[config.mk]
export PLATFORM = sky130hd
export DESIGN_NAME = vga_scan_encoder
export DESIGN_NICKNAME = d
export VERILOG_FILES = /design/src/rtl/vga_scan_encoder.sv
export SDC_FILE = /design/constraint.sdc
export NUM_CORES = 1
export LEC_CHECK = 0
export ABC_CLOCK_PERIOD_IN_PS = 3100
export CELL_PAD_IN_SITES_DETAIL_PLACEMENT = 0
export CELL_PAD_IN_SITES_GLOBAL_PLACEMENT = 1
export CORE_MARGIN = 2
export CORE_UTILIZATION = 35
export DETAILED_ROUTE_END_ITERATION = 8
export PLACE_DENSITY = 0.67
export SLEW_MARGIN = 20
export SYNTH_ARGS = -nofsm -noshare
export SYNTH_HDL_FRONTEND = slang
export SYNTH_SLANG_ARGS = --single-unit
[constraint.sdc]
create_clock -name clk -period 3.1 [get_ports clk]
set_input_delay 0.62 -clock clk [delete_from_list [all_inputs] [get_ports clk]]
set_output_delay 0.62 -clock clk [all_outputs]
set_load 0.05 [all_outputs]
[src/rtl/vga_scan_encoder.sv]
// -----------------------------------------------------------------------------
// vga_scan_encoder
//   Generates 640x480@60 VGA raster timing from the 100 MHz system clock and
//   classifies every pixel into a 3-bit display code for the colour lookup.
//   The lookup's 12-bit colour comes back combinationally. It is blanked
//   outside the active area and registered onto the VGA pins together with
//   the syncs.
//
//   Pipeline (all stages advance on pix_en only):
//     stage 0 : h/v counters, frame counter, per-frame box latch
//     stage 1 : active / hs / vs flags and displayCode
//     stage 2 : RGB + hsync/vsync pin registers
//
// Ports
//   clk          in   system clock
//   reset        in   asynchronous active-high reset
//   box_x/box_y  in   box top-left corner, sampled once per frame
//   displayCode  out  per-pixel code: 000 blank, 001 field, 010 box, 011 border
//   colorIn      in   {R,G,B} 4 bits each, combinational from displayCode
//   vga_r/g/b    out  registered colour, zero outside the active area
//   hsync/vsync  out  registered, active-low syncs
//   frame_start  out  one-clk pulse as the counters step to (0,0)
//   frame_count  out  frames since reset, wraps at 16 bits
// -----------------------------------------------------------------------------
module vga_scan_encoder #(
    parameter int CLK_DIV  = 4,
    parameter int H_ACTIVE = 640,
    parameter int H_FP     = 16,
    parameter int H_SYNC   = 96,
    parameter int H_BP     = 48,
    parameter int V_ACTIVE = 480,
    parameter int V_FP     = 10,
    parameter int V_SYNC   = 2,
    parameter int V_BP     = 33,
    parameter int BORDER   = 8,
    parameter int BOX_SIZE = 32
) (
    input  logic        clk,
    input  logic        reset,
    input  logic [9:0]  box_x,
    input  logic [9:0]  box_y,
    output logic [2:0]  displayCode,
    input  logic [11:0] colorIn,
    output logic [3:0]  vga_r,
    output logic [3:0]  vga_g,
    output logic [3:0]  vga_b,
    output logic        hsync,
    output logic        vsync,
    output logic        frame_start,
    output logic [15:0] frame_count
);

    localparam int H_TOTAL = H_ACTIVE + H_FP + H_SYNC + H_BP;
    localparam int V_TOTAL = V_ACTIVE + V_FP + V_SYNC + V_BP;
    localparam int HW      = $clog2(H_TOTAL);
    localparam int VW      = $clog2(V_TOTAL);
    localparam int DW      = (CLK_DIV > 1) ? $clog2(CLK_DIV) : 1;
    // Box edges are compared in 11 bits so box_x + BOX_SIZE never wraps;
    // a box hanging off the screen is simply clipped.
    localparam int CW      = 11;

    localparam logic [DW-1:0] DIV_LAST  = DW'(CLK_DIV - 1);
    localparam logic [HW-1:0] H_LAST    = HW'(H_TOTAL - 1);
    localparam logic [VW-1:0] V_LAST    = VW'(V_TOTAL - 1);

    localparam logic [CW-1:0] H_ACT_C   = CW'(H_ACTIVE);
    localparam logic [CW-1:0] V_ACT_C   = CW'(V_ACTIVE);
    localparam logic [CW-1:0] H_SYNC_LO = CW'(H_ACTIVE + H_FP);
    localparam logic [CW-1:0] H_SYNC_HI = CW'(H_ACTIVE + H_FP + H_SYNC);
    localparam logic [CW-1:0] V_SYNC_LO = CW'(V_ACTIVE + V_FP);
    localparam logic [CW-1:0] V_SYNC_HI = CW'(V_ACTIVE + V_FP + V_SYNC);
    localparam logic [CW-1:0] BRD_C     = CW'(BORDER);
    localparam logic [CW-1:0] H_BRD_HI  = CW'(H_ACTIVE - BORDER);
    localparam logic [CW-1:0] V_BRD_HI  = CW'(V_ACTIVE - BORDER);
    localparam logic [CW-1:0] BOX_C     = CW'(BOX_SIZE);

    localparam logic [2:0] CODE_BLANK  = 3'b000;
    localparam logic [2:0] CODE_FIELD  = 3'b001;
    localparam logic [2:0] CODE_BOX    = 3'b010;
    localparam logic [2:0] CODE_BORDER = 3'b011;

    // ---------------------------------------------------------------- state
    logic [DW-1:0] div_q,      div_d;
    logic [HW-1:0] h_cnt_q,    h_cnt_d;
    logic [VW-1:0] v_cnt_q,    v_cnt_d;
    logic [15:0]   frm_cnt_q,  frm_cnt_d;
    logic          fstart_q,   fstart_d;
    logic [9:0]    box_x_q,    box_x_d;
    logic [9:0]    box_y_q,    box_y_d;

    logic          act1_q,     act1_d;
    logic          hs1_q,      hs1_d;
    logic          vs1_q,      vs1_d;
    logic [2:0]    code_q,     code_d;

    logic [11:0]   rgb_q,      rgb_d;
    logic          hsync_q,    hsync_d;
    logic          vsync_q,    vsync_d;

    logic          pix_en;
    logic          end_of_line;
    logic          end_of_frame;

    logic [CW-1:0] hx, vx;
    logic [CW-1:0] box_x_end, box_y_end;
    logic          border_c, in_box_c;

    assign pix_en       = (div_q == DIV_LAST);
    assign end_of_line  = (h_cnt_q == H_LAST);
    assign end_of_frame = end_of_line && (v_cnt_q == V_LAST);

    // ------------------------------------------------- stage 0: counters
    always_comb begin
        div_d     = pix_en ? '0 : div_q + DW'(1);
        h_cnt_d   = h_cnt_q;
        v_cnt_d   = v_cnt_q;
        frm_cnt_d = frm_cnt_q;
        box_x_d   = box_x_q;
        box_y_d   = box_y_q;
        // Registered so the pulse lands in the same clk the counters show (0,0).
        fstart_d  = pix_en && end_of_frame;

        if (pix_en) begin
            h_cnt_d = end_of_line ? '0 : h_cnt_q + HW'(1);
            if (end_of_line) begin
                v_cnt_d = end_of_frame ? '0 : v_cnt_q + VW'(1);
            end
            // Box is frozen for a whole frame so it never tears mid-scan.
            if (end_of_frame) begin
                frm_cnt_d = frm_cnt_q + 16'd1;
                box_x_d   = box_x;
                box_y_d   = box_y;
            end
        end
    end

    // ------------------------------------------- stage 1: classification
    assign hx        = CW'(h_cnt_q);
    assign vx        = CW'(v_cnt_q);
    assign box_x_end = {1'b0, box_x_q} + BOX_C;
    assign box_y_end = {1'b0, box_y_q} + BOX_C;

    assign border_c  = (hx < BRD_C) || (hx >= H_BRD_HI) ||
                       (vx < BRD_C) || (vx >= V_BRD_HI);
    assign in_box_c  = (hx >= {1'b0, box_x_q}) && (hx < box_x_end) &&
                       (vx >= {1'b0, box_y_q}) && (vx < box_y_end);

    always_comb begin
        act1_d = (hx < H_ACT_C) && (vx < V_ACT_C);
        hs1_d  = !((hx >= H_SYNC_LO) && (hx < H_SYNC_HI));
        vs1_d  = !((vx >= V_SYNC_LO) && (vx < V_SYNC_HI));

        // Priority: blanking, then border, then box, then playfield.
        code_d = CODE_FIELD;
        if (!act1_d) begin
            code_d = CODE_BLANK;
        end else if (border_c) begin
            code_d = CODE_BORDER;
        end else if (in_box_c) begin
            code_d = CODE_BOX;
        end
    end

    // ------------------------------------------------ stage 2: pin drive
    // colorIn already corresponds to code_q, so act1_q is the matching blank.
    always_comb begin
        rgb_d   = act1_q ? colorIn : 12'h000;
        hsync_d = hs1_q;
        vsync_d = vs1_q;
    end

    // ------------------------------------------------------------ registers
    always_ff @(posedge clk or posedge reset) begin
        if (reset) begin
            div_q     <= '0;
            h_cnt_q   <= '0;
            v_cnt_q   <= '0;
            frm_cnt_q <= '0;
            fstart_q  <= 1'b0;
            box_x_q   <= '0;
            box_y_q   <= '0;
        end else begin
            div_q     <= div_d;
            h_cnt_q   <= h_cnt_d;
            v_cnt_q   <= v_cnt_d;
            frm_cnt_q <= frm_cnt_d;
            fstart_q  <= fstart_d;
            box_x_q   <= box_x_d;
            box_y_q   <= box_y_d;
        end
    end

    always_ff @(posedge clk or posedge reset) begin
        if (reset) begin
            act1_q  <= 1'b0;
            hs1_q   <= 1'b1;
            vs1_q   <= 1'b1;
            code_q  <= CODE_BLANK;
            rgb_q   <= '0;
            hsync_q <= 1'b1;
            vsync_q <= 1'b1;
        end else if (pix_en) begin
            act1_q  <= act1_d;
            hs1_q   <= hs1_d;
            vs1_q   <= vs1_d;
            code_q  <= code_d;
            rgb_q   <= rgb_d;
            hsync_q <= hsync_d;
            vsync_q <= vsync_d;
        end
    end

    // -------------------------------------------------------------- outputs
    assign displayCode = code_q;
    assign vga_r       = rgb_q[11:8];
    assign vga_g       = rgb_q[7:4];
    assign vga_b       = rgb_q[3:0];
    assign hsync       = hsync_q;
    assign vsync       = vsync_q;
    assign frame_start = fstart_q;
    assign frame_count = frm_cnt_q;

endmodule

* Yosys cells after proc, flatten, opt, wreduce, memory -nomap -nowiden
Cells that the tools add are included.
** Word-level totals
- Flip-flop bits (word level) :: 79
- Input port bits :: 34
- Memories kept :: 0
- RAM bits :: 0
- ROM bits :: 0
- Latch bits :: 0
** Cells by class
- $lt $le $gt $ge :: 14
- Shift operators :: 0
- Bitwise gates (word level) :: 0
- Divide/modulo/power cells :: 0
- $mul :: 0
- Mux-type cells :: 7
- Add/subtract/negate cells :: 6
- Reductions and logical operators :: 15
- Equal/unequal tests :: 3
** Operators with widths (count)
- 10-bit by 6-bit adder with 11-bit output (second input constant) :: 2
- 10-bit by 11-bit less-than comparator with 1-bit output :: 2
- 10-bit by 1-bit adder with 10-bit output (second input constant) :: 2
- 10-bit equality test (second input constant) :: 2
- 10-bit greater-or-equal comparator :: 2
- 10-bit greater-or-equal comparator (second input constant) :: 2
- 10-bit by 9-bit greater-or-equal comparator with 1-bit output (second input constant) :: 2
- 10-bit less-than comparator (second input constant) :: 2
- 10-bit by 4-bit less-than comparator with 1-bit output (second input constant) :: 2
- 10-bit by 9-bit less-than comparator with 1-bit output (second input constant) :: 2
- 10-bit two-way mux :: 2
- 16-bit by 1-bit adder with 16-bit output (second input constant) :: 1
- 12-bit two-way mux :: 1
- 1-bit logical AND :: 8
- 2-bit two-way mux :: 4
- 2-bit AND reduction :: 2
- 1-bit logical OR :: 3
- 2-bit by 1-bit adder with 2-bit output (second input constant) :: 1
- 2-bit equality test (second input constant) :: 1
- 1-bit zero test :: 2

* Longest topological paths before layout
- Depth after elaboration :: 8
- Mapped depth :: 9
- Gate-level depth less buffers :: 9

* Worst setup path after synthesis
OpenSTA, ideal clock, no wires.
- Path kind :: reg-to-reg
- From :: reg v_cnt_q[5]
- To :: reg frm_cnt_q[14], in the netlist frame_count[14]
- Setup slack :: 0.795 ns
- Period minus slack after synthesis :: 2.305 ns
- Data arrival time :: 2.165 ns
- Required time :: 2.960 ns
- Stages on the path, launching flop included :: 6
- Path through :: dfrtp_1 or4_4 nor4_4 nand4_4 or3_4 xnor2_2
** On the way
- Longest elaborated chain between the ends :: 3
** RTL lines
- start: declaration :: line 85 : logic [VW-1:0] v_cnt_q, v_cnt_d;
- start signal: assignment :: line 185 : v_cnt_q <= v_cnt_d;
- 10-bit equality test :: line 110 : assign end_of_frame = end_of_line && (v_cnt_q == V_LAST);
- 1-bit logical AND :: line 110
- 2-bit AND reduction (no source line)
- end signal: assignment :: line 186 : frm_cnt_q <= frm_cnt_d;
- end: declaration :: line 86 : logic [15:0] frm_cnt_q, frm_cnt_d;
Every way passes these cells.
A chain may end at the register's enable or synchronous reset.

* Final worst setup path
- From :: reg box_y_q[5]
- To :: reg code_q[0], in the netlist displayCode[0]
** On the way
- Longest elaborated chain between the ends :: 6
** RTL lines
- start: declaration :: line 89 : logic [9:0] box_y_q, box_y_d;
- start signal: assignment :: line 189 : box_y_q <= box_y_d;
- 10-bit by 6-bit adder with 11-bit output / 10-bit greater-or-equal comparator (equally long branches) :: line 141, 146
- 10-bit by 11-bit less-than comparator with 1-bit output / 1-bit logical AND (equally long branches) :: line 146, 145
- 1-bit logical AND (*) :: line 146 : (vx >= {1'b0, box_y_q}) && (vx < box_y_end);
- 2-bit two-way mux (*) :: line 159 : end else if (in_box_c) begin
- 2-bit two-way mux (*) :: line 157 : end else if (border_c) begin
- 2-bit two-way mux (*) :: line 155 : if (!act1_d) begin
- end signal: assignment :: line 206 : code_q <= code_d;
- end: declaration :: line 94 : logic [2:0] code_q, code_d;
Every way passes the cells marked *; elsewhere a longest branch is shown, timed or not.

==> summary.md <==
| Metric | Value |
|---|---|
| Critical path class | `flop to flop` |
| Most frequent cells in the layout | `dfrtp_1, clkdlybuf4s50_1, nand2_1` |
| Critical path's largest stage delay | `0.57 ns` |
| Crit path time final | `2.63 ns` |
| First-pass GRT wire length | `15700 um` |
| Hold-fix buffers, CTS | `0` |
| Antenna Cells | `0` |
| Area contributors post-synth | `dfrtp_1, ha_1, xnor2_1` |
| Worst hold path type | `flop to flop` |
| Syn Inst Count | `417` |
| Switching Fraction | `21.7%` |
| Power consumption | `2210 uW` |
| Largest net degree at the start of global routing | `41` |
| Layout area overhead | `26.9%` |
| GRT overflow | `0` |
| Clock Sinks | `78` |
| Slew Viols, Final | `0` |
| Async SR Flop Fraction | `100%` |
| Final Core Density | `45.0%` |
| Critical Path Start Type | `flop` |
| Die H | `114 um` |
| Cell Pwr Density | `413 nW/um^2` |
| Fin crit share | `84.7%` |
| CP Data Required Time | `3.28 ns` |
| Core ar. | `11900 sq um` |
| Max VDD drop | `199 uV` |
| F_max | `0.381 GHz` |
| Ys Warns | `0` |
| Ys flop type | `dfrtp_1` |
| Site row count | `40` |
| Gate power share | `5.5%` |
| Post-synthesis register bit count | `78` |
| Yosys top cell by area | `dfrtp_1` |
| Crit. End Element | `flop` |
| Syn Nets | `488` |
| Final hold violation count | `0` |
| Finished Layout Cells | `642` |
| Die width | `114 um` |
| Synth unique cells | `52` |
| ANT nets after route | `0` |
| Final setup TNS | `0 ns` |
| Critical-path top delay cell | `a2111oi_0` |
| WL final | `9310 um` |
| Vias in the first global route | `3120` |
| Worst path arrival time | `2.81 ns` |
| Root Buffer | `clkbuf_16` |
| Post-DP HPWL | `6840 um` |
| Worst skew pair latency | `0.33 ns` |
| Nets@finish | `561` |
| Reg power frac | `46.7%` |
| Antenna violations before repair | `0` |
| H-tree depth | `3` |
| Vias per cell | `5.00` |
| Max_slew headroom | `58.6%` |
| CTS Buf Count | `9` |
| RSZ-0062 raised after global routing | `false` |
| Inst Count DP | `626` |
| Port bufs | `66` |
| CP max FO | `3` |
| Cell Area, Synth | `4200 sq um` |
| Max-Cap Viols | `0` |
| Violation count after the first detailed-route iteration | `172` |
| Setup Skew | `0.00844 ns` |
| CTS tree | `done` |
| Share of cells above drive strength 1 | `7.88%` |
| Post-CTS setup buffers | `0` |
| Leakage power total | `0.00240 uW` |
| All-Layer GR Usage | `15.4%` |
| Max clock buf depth | `2` |
| Yosys top cell area share | `44.1%` |
| Via count | `3212` |
| Top Ports | `68` |
| Post-synthesis sequential area ratio | `46.6%` |
| Worst-path clk slew | `0.06 ns` |
| Cells along the critical path | `ha_1, inv_1, ha_1, nor3b_1, a2111oi_0, a311oi_1, a2111oi_0, a21oi_1` |
| Post-synth EDFFs | `0` |
| Initial Utilization | `35.4%` |
| Syn avg cell area | `10.1 sq um` |
| Outcome | `finished clean` |
| Clock Power Share | `47.8%` |
| CTS-repair resized insts | `0` |
| Internal Pwr Total | `1730 uW` |
| Final setup vio count | `0` |
| Commonest non-fill, non-tap cell in the layout | `dfrtp_1` |
| Worst-Margin Slew | `0.605 ns` |
| Sw power | `478 uW` |
| DRC | `0` |
| Routed WL per cell | `14.5 um` |
| First-pass iteration count of the detailed router | `5` |
| Die area | `12900 sq um` |
| Gpl congestion | `0.789` |
-- cell families (layout without fill, tap and decap cells) --
kind of cell             Yosys count  after routing  share of synthesized area (%)
flip-flops                        78             78                           46.6
AND/OR/NAND/NOR                  143            143                           18.1
buffers and inverters             38            116                           3.78
AO/OA/AOI/OAI                     84             84                           12.5
XOR/XNOR                          32             32                           6.85
multiplexers                       4              4                           1.07
other                              1              1                         0.0892
adder cells (fa/ha/maj)           37             37                           11.0
-- worst paths after layout --
path | start | end | slack, ns | depth (start not counted)
max in group asynchronous | reset | box_x_q[7] | 1.95 | 3
worst min-delay path | div_q[0] | div_q[0] | 0.43 | 1
worst max register to register | box_y_q[5] | displayCode[0] | 0.47 | 8
worst min register to register | div_q[0] | div_q[0] | 0.43 | 1
worst max-delay path | box_y_q[5] | displayCode[0] | 0.47 | 8
min in group asynchronous | reset | rgb_q[9] | 0.46 | 2
-- synth_stat cells (all sizes together) (2+ instances only) --
library cell / instances
a2111oi: 2
a211oi: 4
a21o: 6
a21oi: 19
a22o: 13
a31oi: 2
and3: 6
and4: 2
buf: 5
clkbuf: 5
dfrtp: 74
dfstp: 4
ha: 37
inv: 27
mux2: 4
nand2: 51
nand2b: 3
nand3: 21
nand4: 11
nor2: 20
nor3: 10
nor3b: 2
nor4: 4
o21a: 2
o21ai: 30
or3: 5
or4: 2
xnor2: 23
xor2: 9
-- power by group through the flow --
stage	Sequential, uW	Clock [uW]	Combinational, uW
floorplan	1080	0	26.3
global placement	1050	0	123
detailed placement	1050	0	123
CTS	1030	1080	124
global route	1030	1130	130
finish	1030	1050	121
-- worst max-delay path, delay by kind of cell, from the launching register on --
family / cells / cell delay [ns]
AND/OR/NAND/NOR: 1 / 0.14
buffers and inverters: 1 / 0.04
AO/OA/AOI/OAI: 4 / 1.32
flip-flops: 1 / 0.39
adder cells (fa/ha/maj): 2 / 0.58
-- flip-flops by register name, summed over array words and instances (netlist names) --
signal and count:
hs1_q 1, box_x_q 10, vs1_q 1, frame_start 1, v_cnt_q 10, rgb_q 12, vsync 1, frame_count 16
hsync 1, div_q 2, box_y_q 10, act1_q 1, h_cnt_q 10, displayCode 2
-- through the flow --
step | hold WS (ns) | area (sq um) | setup WS (ns)
floorplan | 0.403 | 4200 | 0.492
global placement | 0.414 | 5040 | 0.554
detailed placement | 0.419 | 5040 | 0.414
CTS | 0.431 | 5330 | 0.400
global route | 0.436 | 5330 | 0.160
finish | 0.428 | 5330 | 0.475
-- layout make-up --
| type | instances | area, sq um |
|---|---|---|
| Inverter | 28 | 106 |
| Tap cell | 147 | 184 |
| Sequential cell | 78 | 1960 |
| Fill cell | 1124 | 6530 |
| Multi-Input combinational cell | 301 | 2090 |
| Timing Repair Buffer | 72 | 706 |
| Clock inverter | 4 | 47.5 |
| Clock buffer | 12 | 246 |
-- per-layer routing --
layer / part of all wire, % / global-route usage [%] / vias to the layer above
met2: 44 / 23.9 / 73
met4: 0.66 / 5.12 / 0
met5: 0 / 0 / -
met1: 51 / 21.8 / 1512
met3: 3.8 / 2.71 / 6
li1: - / - / 1621
No activity file was read; power rests on OpenSTA's default activity.
